$ cat config.mk
export PLATFORM = sky130hd
export DESIGN_NAME = fp_mul_arbiter
export DESIGN_NICKNAME = d
export VERILOG_FILES = /design/src/rtl/fp_mul_arbiter.sv
export SDC_FILE = /design/constraint.sdc
export NUM_CORES = 1
export LEC_CHECK = 0
export ABC_AREA = 1
export CAP_MARGIN = 15
export CORE_AREA = 2 2 157 159
export CTS_BUF_LIST = sky130_fd_sc_hd__clkbuf_8
export DETAILED_ROUTE_END_ITERATION = 7
export DIE_AREA = 0 0 159 161
export DONT_BUFFER_PORTS = 1
export MAX_ROUTING_LAYER = met4
export PLACE_DENSITY = 0.46
export SLEW_MARGIN = 20
export SYNTH_ARGS = -nofsm -noshare
export SYNTH_HDL_FRONTEND = slang
export SYNTH_SLANG_ARGS = --single-unit
$ cat constraint.sdc
create_clock -name clk -period 2.5 [get_ports clk]
set_input_delay 0.5 -clock clk [delete_from_list [all_inputs] [get_ports clk]]
set_output_delay 0.5 -clock clk [all_outputs]
set_load 0.02 [all_outputs]
$ cat src/rtl/fp_mul_arbiter.sv
// fp_mul_arbiter: round-robin sharing of one single-precision multiplier among NUM_REQ clients,
// one operation in flight, with a completion timeout that answers with a quiet NaN.
`default_nettype none

module fp_mul_arbiter #(
  parameter int NUM_REQ = 4,
  parameter int ID_W    = 2,
  parameter int TIMEOUT = 64
) (
  input  logic                 clk,
  input  logic                 reset_n,
  input  logic [NUM_REQ-1:0]   req_valid,
  input  logic [32*NUM_REQ-1:0] req_a,
  input  logic [32*NUM_REQ-1:0] req_b,
  output logic [NUM_REQ-1:0]   req_ready,
  output logic                 resp_valid,
  input  logic                 resp_ready,
  output logic [31:0]          resp_data,
  output logic [ID_W-1:0]      resp_id,
  output logic                 resp_timeout,
  output logic                 mul_input_valid,
  output logic [31:0]          mul_in_a,
  output logic [31:0]          mul_in_b,
  input  logic [31:0]          mul_data_out,
  input  logic                 mul_output_valid,
  output logic                 busy
);

  localparam int              TMO_W    = $clog2(TIMEOUT);
  localparam logic [TMO_W-1:0] TMO_LAST = TMO_W'(TIMEOUT - 1);
  localparam logic [31:0]     QNAN     = 32'h7FC00000;

  typedef enum logic [1:0] {
    IDLE  = 2'd0,
    ISSUE = 2'd1,
    BUSY  = 2'd2,
    RESP  = 2'd3
  } state_t;

  state_t           state_q, state_d;
  logic [ID_W-1:0]  rr_ptr_q, rr_ptr_d;
  logic [ID_W-1:0]  gnt_q, gnt_d;
  logic [31:0]      op_a_q, op_a_d;
  logic [31:0]      op_b_q, op_b_d;
  logic [31:0]      resp_data_q, resp_data_d;
  logic [TMO_W-1:0] tmo_cnt_q, tmo_cnt_d;
  logic             resp_valid_q, resp_valid_d;
  logic             resp_timeout_q, resp_timeout_d;
  logic             mul_start_q, mul_start_d;
  logic             busy_q, busy_d;

  logic [ID_W-1:0]  scan_idx;
  logic [ID_W-1:0]  win_idx;
  logic             win_any;

  // Scan starts one past the last winner so the last-served client has lowest priority.
  always_comb begin
    scan_idx = rr_ptr_q;
    win_idx  = '0;
    win_any  = 1'b0;
    for (int i = 0; i < NUM_REQ; i++) begin
      scan_idx = (scan_idx == ID_W'(NUM_REQ - 1)) ? '0 : scan_idx + 1'b1;
      if (!win_any && req_valid[scan_idx]) begin
        win_any = 1'b1;
        win_idx = scan_idx;
      end
    end
  end

  always_comb begin
    req_ready = '0;
    if (state_q == IDLE && win_any) begin
      req_ready[win_idx] = 1'b1;
    end
  end

  always_comb begin
    state_d        = state_q;
    rr_ptr_d       = rr_ptr_q;
    gnt_d          = gnt_q;
    op_a_d         = op_a_q;
    op_b_d         = op_b_q;
    resp_data_d    = resp_data_q;
    tmo_cnt_d      = tmo_cnt_q;
    resp_valid_d   = resp_valid_q;
    resp_timeout_d = resp_timeout_q;
    mul_start_d    = 1'b0;
    busy_d         = busy_q;
    case (state_q)
      IDLE: begin
        if (win_any) begin
          for (int i = 0; i < NUM_REQ; i++) begin
            if (win_idx == ID_W'(i)) begin
              op_a_d = req_a[32*i +: 32];
              op_b_d = req_b[32*i +: 32];
            end
          end
          gnt_d       = win_idx;
          mul_start_d = 1'b1;
          busy_d      = 1'b1;
          state_d     = ISSUE;
        end
      end
      ISSUE: begin
        tmo_cnt_d = '0;
        state_d   = BUSY;
      end
      BUSY: begin
        if (mul_output_valid) begin
          resp_data_d    = mul_data_out;
          resp_timeout_d = 1'b0;
          resp_valid_d   = 1'b1;
          state_d        = RESP;
        end else if (tmo_cnt_q == TMO_LAST) begin
          resp_data_d    = QNAN;
          resp_timeout_d = 1'b1;
          resp_valid_d   = 1'b1;
          state_d        = RESP;
        end else begin
          tmo_cnt_d = tmo_cnt_q + TMO_W'(1);
        end
      end
      RESP: begin
        if (resp_ready) begin
          resp_valid_d = 1'b0;
          rr_ptr_d     = gnt_q;
          busy_d       = 1'b0;
          state_d      = IDLE;
        end
      end
      default: begin
        state_d = IDLE;
      end
    endcase
  end

  always_ff @(posedge clk or negedge reset_n) begin
    if (!reset_n) begin
      state_q        <= IDLE;
      rr_ptr_q       <= '0;
      gnt_q          <= '0;
      op_a_q         <= '0;
      op_b_q         <= '0;
      resp_data_q    <= '0;
      tmo_cnt_q      <= '0;
      resp_valid_q   <= 1'b0;
      resp_timeout_q <= 1'b0;
      mul_start_q    <= 1'b0;
      busy_q         <= 1'b0;
    end else begin
      state_q        <= state_d;
      rr_ptr_q       <= rr_ptr_d;
      gnt_q          <= gnt_d;
      op_a_q         <= op_a_d;
      op_b_q         <= op_b_d;
      resp_data_q    <= resp_data_d;
      tmo_cnt_q      <= tmo_cnt_d;
      resp_valid_q   <= resp_valid_d;
      resp_timeout_q <= resp_timeout_d;
      mul_start_q    <= mul_start_d;
      busy_q         <= busy_d;
    end
  end

  // Operands stay on the multiplier bus until the next grant replaces them.
  assign mul_in_a        = op_a_q;
  assign mul_in_b        = op_b_q;
  assign mul_input_valid = mul_start_q;
  assign resp_valid      = resp_valid_q;
  assign resp_data       = resp_data_q;
  assign resp_id         = gnt_q;
  assign resp_timeout    = resp_timeout_q;
  assign busy            = busy_q;

endmodule

`default_nettype wire

=== Word level (Yosys, flattened, before mapping) ===
Cells that the tools add are included.

* Bits in registers: 112
* Output and inout port bits: 106
* Bits of input ports: 296

* Reductions and logical operators: 23
* Equality and inequality tests: 16
* Muxes and demuxes: 50
* $add $sub $neg: 5
* Order comparisons: 6

{| class="wikitable"
|+ Operators with widths
! operator !! count
|-
| 2-to-1 mux 32 bit || 10
|-
| 2-to-1 mux 2 bit || 12
|-
| == test 2 bit (second input constant) || 8
|-
| 2-to-1 mux 1 bit || 16
|-
| less-than comparator 2 x 3 -> 1 bit (second input constant) || 5
|-
| AND reduction 3 bit || 5
|-
| 2-to-1 mux 6 bit || 2
|-
| one-hot mux 6 bit (2 select lines) || 1
|-
| adder 2 x 1 -> 2 bit (second input constant) || 4
|-
| binary-select mux 1 bit (select 2 bit) || 4
|-
| != test 2 bit (second input constant) || 4
|-
| one-hot mux 2 bit (4 select lines) || 1
|-
| nonzero test 2 bit || 4
|-
| adder 6 x 1 -> 6 bit (second input constant) || 1
|-
| == test 6 bit (second input constant) || 1
|-
| AND reduction 2 bit || 3
|-
| logical AND 1 bit || 5
|-
| == test 2 x 1 -> 1 bit (second input constant) || 2
|-
| logical NOT 2 bit || 2
|-
| 2-to-1 mux 4 bit || 1
|-
| one-hot mux 1 bit (2 select lines) || 2
|-
| nonzero test 4 bit || 1
|-
| logical NOT 1 bit || 3
|-
| != test 3 bit (second input constant) || 1
|-
| 2 further kinds || 2
|}

=== Logic depth before layout (Yosys ltp) ===
Gate-level depths: netlist of the first run.

* Depth in word-level cells: 19
* Mapped depth: 19

=== Worst setup path before layout of the first run ===
OpenSTA, ideal clock, no wires.

* Path type: reg2out
* Start point: register rr_ptr_q[0]
* End point: output port req_ready[2]
* Data arrival time: 2.148 ns
* Slack: -0.148 ns
* Path buffers: 2
* Required time: 2.000 ns
* Stages on the path, launching flop included: 13
* Cell sequence: dfrtp_1 > ha_1 > inv_2 > nand2_2 > nand2_2 > nand2_1 > o21ai_4 > nand4_1 > nand2_2 > nand3_1 > buf_2 > buf_2 > nor2_1

* Longest elaborated chain between the ends: 19

{| class="wikitable"
|+ RTL lines
! item !! RTL line !! text
|-
| start: declaration || 41 || <nowiki>logic [ID_W-1:0] rr_ptr_q, rr_ptr_d;</nowiki>
|-
| start signal: assignment || 152 || <nowiki>rr_ptr_q <= rr_ptr_d;</nowiki>
|-
| adder 2 x 1 -> 2 bit or == test 2 bit (tied branches) || 62 || <nowiki>scan_idx = (scan_idx == ID_W'(NUM_REQ - 1)) ? '0 : scan_idx + 1'b1;</nowiki>
|-
| 2-to-1 mux 2 bit * || 62 ||
|-
| parallel branches: the longest is 16 deep, another holds less-than comparator 2 x 3 -> 1 bit || -- ||
|-
| 2-to-1 mux 4 bit * || 72 || <nowiki>if (state_q == IDLE && win_any) begin</nowiki>
|-
| end: declaration || 15 || <nowiki>output logic [NUM_REQ-1:0] req_ready,</nowiki>
|}

Mark *: on every way between the ends. The select of a mux whose other input is x is not followed.

=== Worst setup path after layout of the first run ===
Ends and elaborated chain as after synthesis.

==> results of run 1 <==
kinds of logic (layout without fill, tap and decap cells):
logic type                 Yosys count  count (layout)  share of synthesized area [%]
muxes                                1               1                          0.152
AOI/OAI and AO/OA                  181             181                           14.7
buffers and inverters              285             324                           15.9
other                                0               1                              0
DFF                                112             112                           37.8
and+or+nand+nor                    533             533                           29.9
adders and majority gates            7               7                           1.18
xor gates and xnor gates             3               3                          0.355
cell usage in the layout, fill, tap and decap left out, types with 2 or more instances in the layout:
master    count
nand2_1     328
inv_1       198
dfrtp_1     112
nand3_1     100
o21ai_1      69
o21ai_2      40
nand3_2      38
nand2_2      30
o21ai_0      30
buf_4        30
a22o_1       23
buf_12       22
buf_16       18
inv_2        17
buf_6        17
nand2_4      12
o22a_1        9
clkbuf_8      9
nor2_1        7
nor2_4        6
ha_1          6
a21oi_1       5
inv_6         4
nand3_4       4
o21ai_4       3
nand4_1       3
xor2_1        3
clkinv_8      3
nor3_1        2
o22ai_1       2
buf_8         2
timing repair:
action,CTS,global route
setup endpoints to repair,67,69
cloned,18,1
pin swaps,66,15
hold endpoints to repair,112,112
gates resized for setup,186,41
setup buffers,27,3
worst max-delay path, cell delays in order (launching register included):
cell,delay (ns)
dfrtp_1,0.46
ha_4,0.37
inv_6,0.06
nand2_4,0.09
nand3_1,0.10
nand2_2,0.11
nand3_4,0.09
nand2_2,0.11
nand2_2,0.08
nand2_4,0.14
nand3_4,0.11
nor2_4,0.12
buf_6,0.12
state kept, by name (all words and copies together) (netlist names), 2 cells and up:
register and count:
state_q 2, mul_in_b 32, tmo_cnt_q 6, resp_data 32
resp_id 2, rr_ptr_q 2, mul_in_a 32
metal layers:
layer | GRT usage (%) | routed length (µm) | up-vias
li1 | - | - | 3566
met1 | 26.7 | 11600 | 3499
met2 | 39.2 | 14900 | 343
met3 | 6.60 | 2290 | 43
met4 | 7.07 | 698 | 0
met5 | - | 0 | -
path summary, 6_finish.rpt:
| kind | start | to | slack, ns | cells after the start |
|---|---|---|---|---|
| worst max-delay path | rr_ptr_q[0]$_DFFE_PN0P_ | req_ready[2] | -0.36 | 12 |
| max in group asynchronous | reset_n | tmo_cnt_q[3]$_DFFE_PN0P_ | 2.53 | 0 |
| min in group clk | mul_output_valid | resp_timeout$_DFFE_PN0P_ | 0.19 | 1 |
| worst min register to register | tmo_cnt_q[0]$_DFFE_PN0P_ | tmo_cnt_q[0]$_DFFE_PN0P_ | 0.52 | 1 |
| worst max register to register | rr_ptr_q[0]$_DFFE_PN0P_ | mul_in_b[3]$_DFFE_PN0P_ | -0.30 | 18 |
| worst min-delay path | reset_n | resp_data[11]$_DFFE_PN0P_ | -0.21 | 0 |
stage by stage:
stage / utilization (%) / area (µm²)
final: 40.3 / 9650
after global routing: 40.3 / 9650
after CTS: 39.6 / 9480
after detailed placement: 33.0 / 7900
after global placement: 33.0 / 7900
after floorplan: - / 7420
cell type report:
type                            instances  area [µm²]  area share, %
Multi-Input combinational cell        725        4020           41.7
Sequential cell                       112        2800           29.0
Timing Repair Buffer                   90        1390           14.4
Inverter                              218         826           8.56
Tap cell                              324         405           4.20
Clock buffer                            9         124           1.28
Clock inverter                          7        83.8          0.869
Antenna cell                            1        2.50         0.0259
==> implementation parameters, run 1 <==
Parameter                              Value

Detailed routing
  Post-DR vias/cell    5.01
  First drt pass iteration count    4
  Number of DRC markers after the initial detailed-route iteration    566
  Remaining design rule violation count    0
  Antenna-violating nets left    0
  DR WL/cell    19.8 µm
  Total via count in the routed design    7451
  Aggregate routed wire length    29.5 mm

Timing
  Crit path time final    2.86 ns
  Final setup margin    -0.356 ns
  Total count of max-transition violations in the final report    0
  Fin Clk Skew    0.0255 ns
  Total setup violations reported at the end of the flow    60
  Transition time of the tightest slew-check pin    0.746 ns
  Total negative setup slack    -10.97 ns
  Period utilization    114%
  Final hold slack    -0.213 ns
  Max transition margin    50.2%
  Highest Clock Rate    0.350 GHz
  Final hold violation count    112
  Unrepaired setup endpoints after global routing    yes

Die
  Area of the die    0.0256 mm²
  Core outline area    0.0240 mm²
  Boundary Pins    402
  Initial cell density of the core    30.9%
  Die Span X    159 µm
  Height of the die    161 µm
  Number of cell rows    57

Clocking
  H-tree levels    3
  Max Buffers Root-to-Sink    2
  Clk slew on worst S/H paths    0.14 ns
  Number of clock sinks seen by CTS    112
  CTS buffer count    9
  CTS Root Buffer Type    clkbuf_8
  CTS tree    built
  Clock latency at the later pin of the worst-skew pair    0.40 ns

Status
  Failing checks    negative hold slack, negative setup slack
  Outcome    complete, but fails checks

Logic synthesis
  Most used standard cells in the synthesized netlist    nand2_1, inv_1, nand3_1, dfrtp_1, o21ai_1
  Mean Syn Cell Area    6.60 µm²
  Cells after Synth    1122
  Area leader, netlist    dfrtp_1
  Sequential fraction of the synthesis area    37.8%
  Number of enable-type register cells in the synthesized netlist    0
  Most frequent cell after synthesis    nand2_1
  Post-synth top area share    37.8%
  Synthesis-stage register bit count    112
  Count of warnings emitted by yosys    0
  Asr flop ratio synth    100%
  Cell area after technology mapping    0.00741 mm²
  Netlist cell types    28
  Leading cell types by total area after synthesis    dfrtp_1, nand2_1, inv_1
  Post-synth net total    1425
  Most used flip-flop cell after synthesis    dfrtp_1

Critical path
  Sort of element at the start of the critical path    register
  Critical Setup Path Class    reg -> out
  Data arrival, critical path    2.36 ns
  Crit path required time    2.00 ns
  Critical Path Sink Type    output pin
  Maximum fanout count along the critical path    7

Global route
  Overall Global Routing Usage    23.1%
  First-pass GRT wire length    44.5 mm
  Via count of the first global-routing pass    7322
  Pin count of the biggest net entering global routing    113
  Congestion Overflow GR    0
  Initial antenna violation count    1

Placement
  Post-placement worst setup slack    -0.127 ns
  Number of instances in the placed design    1421
  Number of port buffers    0
  Weighted congestion at the end of routability-driven global placement    0.876
  Final HPWL DP    19.7 mm

Final layout
  Non-filler cells, final    1486
  Fill cells    2576
  Fraction of final layout cells with drive strength greater than 1    22.7%
  Synthesis-to-layout area growth    30.3%
  Final net count    1459

Job
  Max_cap viols    0

Min path
  Class of the tightest hold or removal check    in -> async
Power of run 1 is not shown: default switching activity piles up to over one toggle a cycle in this logic, so the estimate is an artifact.
==> run 2: changes to the inputs <==
--- a/config.mk
+++ b/config.mk
@@ -7,13 +7,13 @@
 export LEC_CHECK = 0
 export ABC_AREA = 1
 export CAP_MARGIN = 15
-export CORE_AREA = 2 2 157 159
-export CTS_BUF_LIST = sky130_fd_sc_hd__clkbuf_8
+export CORE_AREA = 2 2 154 156
+export CTS_CLUSTER_SIZE = 14
 export DETAILED_ROUTE_END_ITERATION = 7
-export DIE_AREA = 0 0 159 161
+export DIE_AREA = 0 0 156 158
 export DONT_BUFFER_PORTS = 1
 export MAX_ROUTING_LAYER = met4
-export PLACE_DENSITY = 0.46
+export PLACE_DENSITY = 0.48
 export SLEW_MARGIN = 20
 export SYNTH_ARGS = -nofsm -noshare
 export SYNTH_HDL_FRONTEND = slang
==> run 2 against run 1 <==
Core utilization decreased by 1.4 points. Critical path depth up 1. The run still ends with negative hold slack, negative setup slack left. Cell area down 7.2%. Highest routed layer unchanged. Critical endpoint unchanged. Via count decreased by 2.2%. Hold slack gained 0.034 ns. Maximum frequency rose by 3.7%.
==> implementation parameters, run 2 (synthesized netlist as in run 1, its figures left out) <==
Parameter                              Value

Die
  Initial cell density of the core    32.1% (was 30.9%)
  Die Span X    156 µm (was 159 µm)
  Core outline area    0.0231 mm² (was 0.0240 mm²)
  Height of the die    158 µm (was 161 µm)
  Number of cell rows    56 (was 57)
  Boundary Pins    402 (unchanged)
  Area of the die    0.0246 mm² (was 0.0256 mm²)

Timing
  Final hold violation count    112 (unchanged)
  Transition time of the tightest slew-check pin    0.799 ns (was 0.746 ns)
  Period utilization    110% (was 114%)
  Total count of max-transition violations in the final report    0 (unchanged)
  Crit path time final    2.75 ns (was 2.86 ns)
  Total setup violations reported at the end of the flow    20 (was 60)
  Max transition margin    46.7% (was 50.2%)
  Highest Clock Rate    0.363 GHz (was 0.350 GHz)
  Fin Clk Skew    0.0187 ns (was 0.0255 ns)
  Final hold slack    -0.179 ns (was -0.213 ns)
  Final setup margin    -0.254 ns (was -0.356 ns)
  Unrepaired setup endpoints after global routing    yes (unchanged)

Clocking
  CTS buffer count    9 (unchanged)
  CTS Root Buffer Type    clkbuf_16 (was clkbuf_8)
  Max Buffers Root-to-Sink    2 (unchanged)
  Number of clock sinks seen by CTS    112 (unchanged)
  Clock latency at the later pin of the worst-skew pair    0.37 ns (was 0.40 ns)
  H-tree levels    3 (unchanged)
  CTS tree    built (unchanged)
  Clk slew on worst S/H paths    0.09 ns (was 0.14 ns)

Global route
  Overall Global Routing Usage    21.4% (was 23.1%)
  Congestion Overflow GR    0 (unchanged)
  First-pass GRT wire length    39.2 mm (was 44.5 mm)
  Initial antenna violation count    1 (unchanged)
  Pin count of the biggest net entering global routing    113 (unchanged)
  Via count of the first global-routing pass    6839 (was 7322)

Critical path
  Count of buffering cells on the critical path with inverters included    4 (was 2)
  Critical Path Sink Type    output pin (unchanged)
  Crit path required time    2.00 ns (about the same)
  Critical Setup Path Class    reg -> out (unchanged)
  Data arrival, critical path    2.25 ns (was 2.36 ns)
  Crit path max-delay family    simple AND/OR/NAND/NOR gates (unchanged)
  Worst setup slack for register-to-register paths    -0.06 ns (was -0.30 ns)
  Sort of element at the start of the critical path    register (unchanged)
  CP peak stage delay    0.43 ns (was 0.46 ns)
  Worst r2r dst    mul_in_b[21]$_DFFE_PN0P_ (was mul_in_b[3]$_DFFE_PN0P_)
  Slowest cell on the critical path    dfrtp_1 (unchanged)
  Ordered cell list for the critical path    ha_4 -> inv_4 -> nand3_2 -> nand2_2 -> inv_2 -> nand3_2 -> nand2_2 -> nand2_2 -> nand2_4 -> buf_4 -> nand3_4 -> nor2_2 -> buf_6 (was ha_4 -> inv_6 -> nand2_4 -> nand3_1 -> nand2_2 -> nand3_4 -> nand2_2 -> nand2_2 -> nand2_4 -> nand3_4 -> nor2_4 -> buf_6)
  Cell mode on critical path    nand2_2 (unchanged)
  R2r startpoint    rr_ptr_q[0]$_DFFE_PN0P_ (unchanged)
  Worst reg2reg path depth    17 (was 18)
  Maximum fanout count along the critical path    7 (unchanged)

Job
  Max_cap viols    0 (unchanged)

Detailed routing
  Post-DR vias/cell    5.10 (was 5.01)
  DR WL/cell    19.7 µm (was 19.8 µm)
  Antenna-violating nets left    0 (unchanged)
  Number of DRC markers after the initial detailed-route iteration    561 (was 566)
  Remaining design rule violation count    0 (unchanged)
  Aggregate routed wire length    28.2 mm (was 29.5 mm)
  First drt pass iteration count    7 (was 4)
  Total via count in the routed design    7284 (was 7451)

Final layout
  Commonest non-fill, non-tap cells in the layout    nand2_1, inv_1, nand3_1, dfrtp_1, o21ai_1 (was nand2_1, inv_1, dfrtp_1, nand3_1, o21ai_1)
  Fill cells    2482 (was 2576)
  Fraction of final layout cells with drive strength greater than 1    14.4% (was 22.7%)
  Footprint of the multi-input gates    0.00368 mm² (was 0.00402 mm²)
  Final net count    1436 (was 1459)
  Sequential cell area in the final layout    0.00280 mm² (unchanged)
  Synthesis-to-layout area growth    20.9% (was 30.3%)
  Most frequent standard cell in the layout excluding fill and tap cells    nand2_1 (unchanged)

Placement
  Final HPWL DP    19.0 mm (was 19.7 mm)
  Number of port buffers    0 (unchanged)
  Weighted congestion at the end of routability-driven global placement    0.861 (was 0.876)

Status
  Outcome    complete, but fails checks (unchanged)
  Failing checks    negative hold slack, negative setup slack (unchanged)

Min path
  Class of the tightest hold or removal check    in -> async (unchanged)
run 2: worst max-delay path by stage:
stage / cells after the start / from / slack, ns / end
final: 13 / rr_ptr_q[0]$_DFFE_PN0P_ / -0.25 / req_ready[2]
after global routing: 11 / rr_ptr_q[0]$_DFFE_PN0P_ / -0.39 / req_ready[2]
after CTS: 13 / rr_ptr_q[0]$_DFFE_PN0P_ / -0.25 / req_ready[0]
after detailed placement: 13 / rr_ptr_q[0]$_DFFE_PN0P_ / -0.23 / req_ready[0]
after global placement: 13 / rr_ptr_q[0]$_DFFE_PN0P_ / -0.21 / req_ready[0]
after floorplan: 12 / rr_ptr_q[0]$_DFFE_PN0P_ / -0.1 / req_ready[0]
run 2: cell type report:
type / instances / share of cell area (%)
clock inverter: 7 / 1.08
timing repair buffer: 66 / 10.7
inverter: 218 / 9.25
clock buffer: 9 / 2.51
multi-input combinational: 726 / 41.1
sequential: 112 / 31.3
tap: 290 / 4.05
antenna: 1 / 0.0279
run 2: stage by stage:
stage | setup TNS [ns] | worst slack [ns] | cell area [µm²] | instances | util, %
2_1_floorplan | -0.156 | -0.0974 | 7420 | 1122 | -
3_3_place_gp | -0.529 | -0.206 | 7870 | 1383 | 34.1
3_5_place_dp | -1.35 | -0.233 | 7870 | 1383 | 34.1
4_1_cts | -0.882 | -0.252 | 8580 | 1416 | 37.2
5_1_grt | -9.87 | -0.386 | 8960 | 1429 | 38.9
6_report | -1.66 | -0.254 | 8960 | 1429 | 38.9
run 2: repair_timing:
item                       in CTS  in global routing
hold endpoints to repair      112                112
resized for setup              45                 48
pin swaps                      15                 16
setup endpoints to repair      56                 68
buffers inserted               14                  2
cloned                          4                 11
run 2: metal layers:
metal / GRT usage [%] / vias up / routed length, µm
met3: 5.15 / 29 / 2220
met1: 25.3 / 3393 / 11100
met2: 37.0 / 351 / 14400
li1: - / 3511 / -
met5: - / - / 0
met4: 4.98 / 0 / 435
Power of run 2 is left out for the same reason.
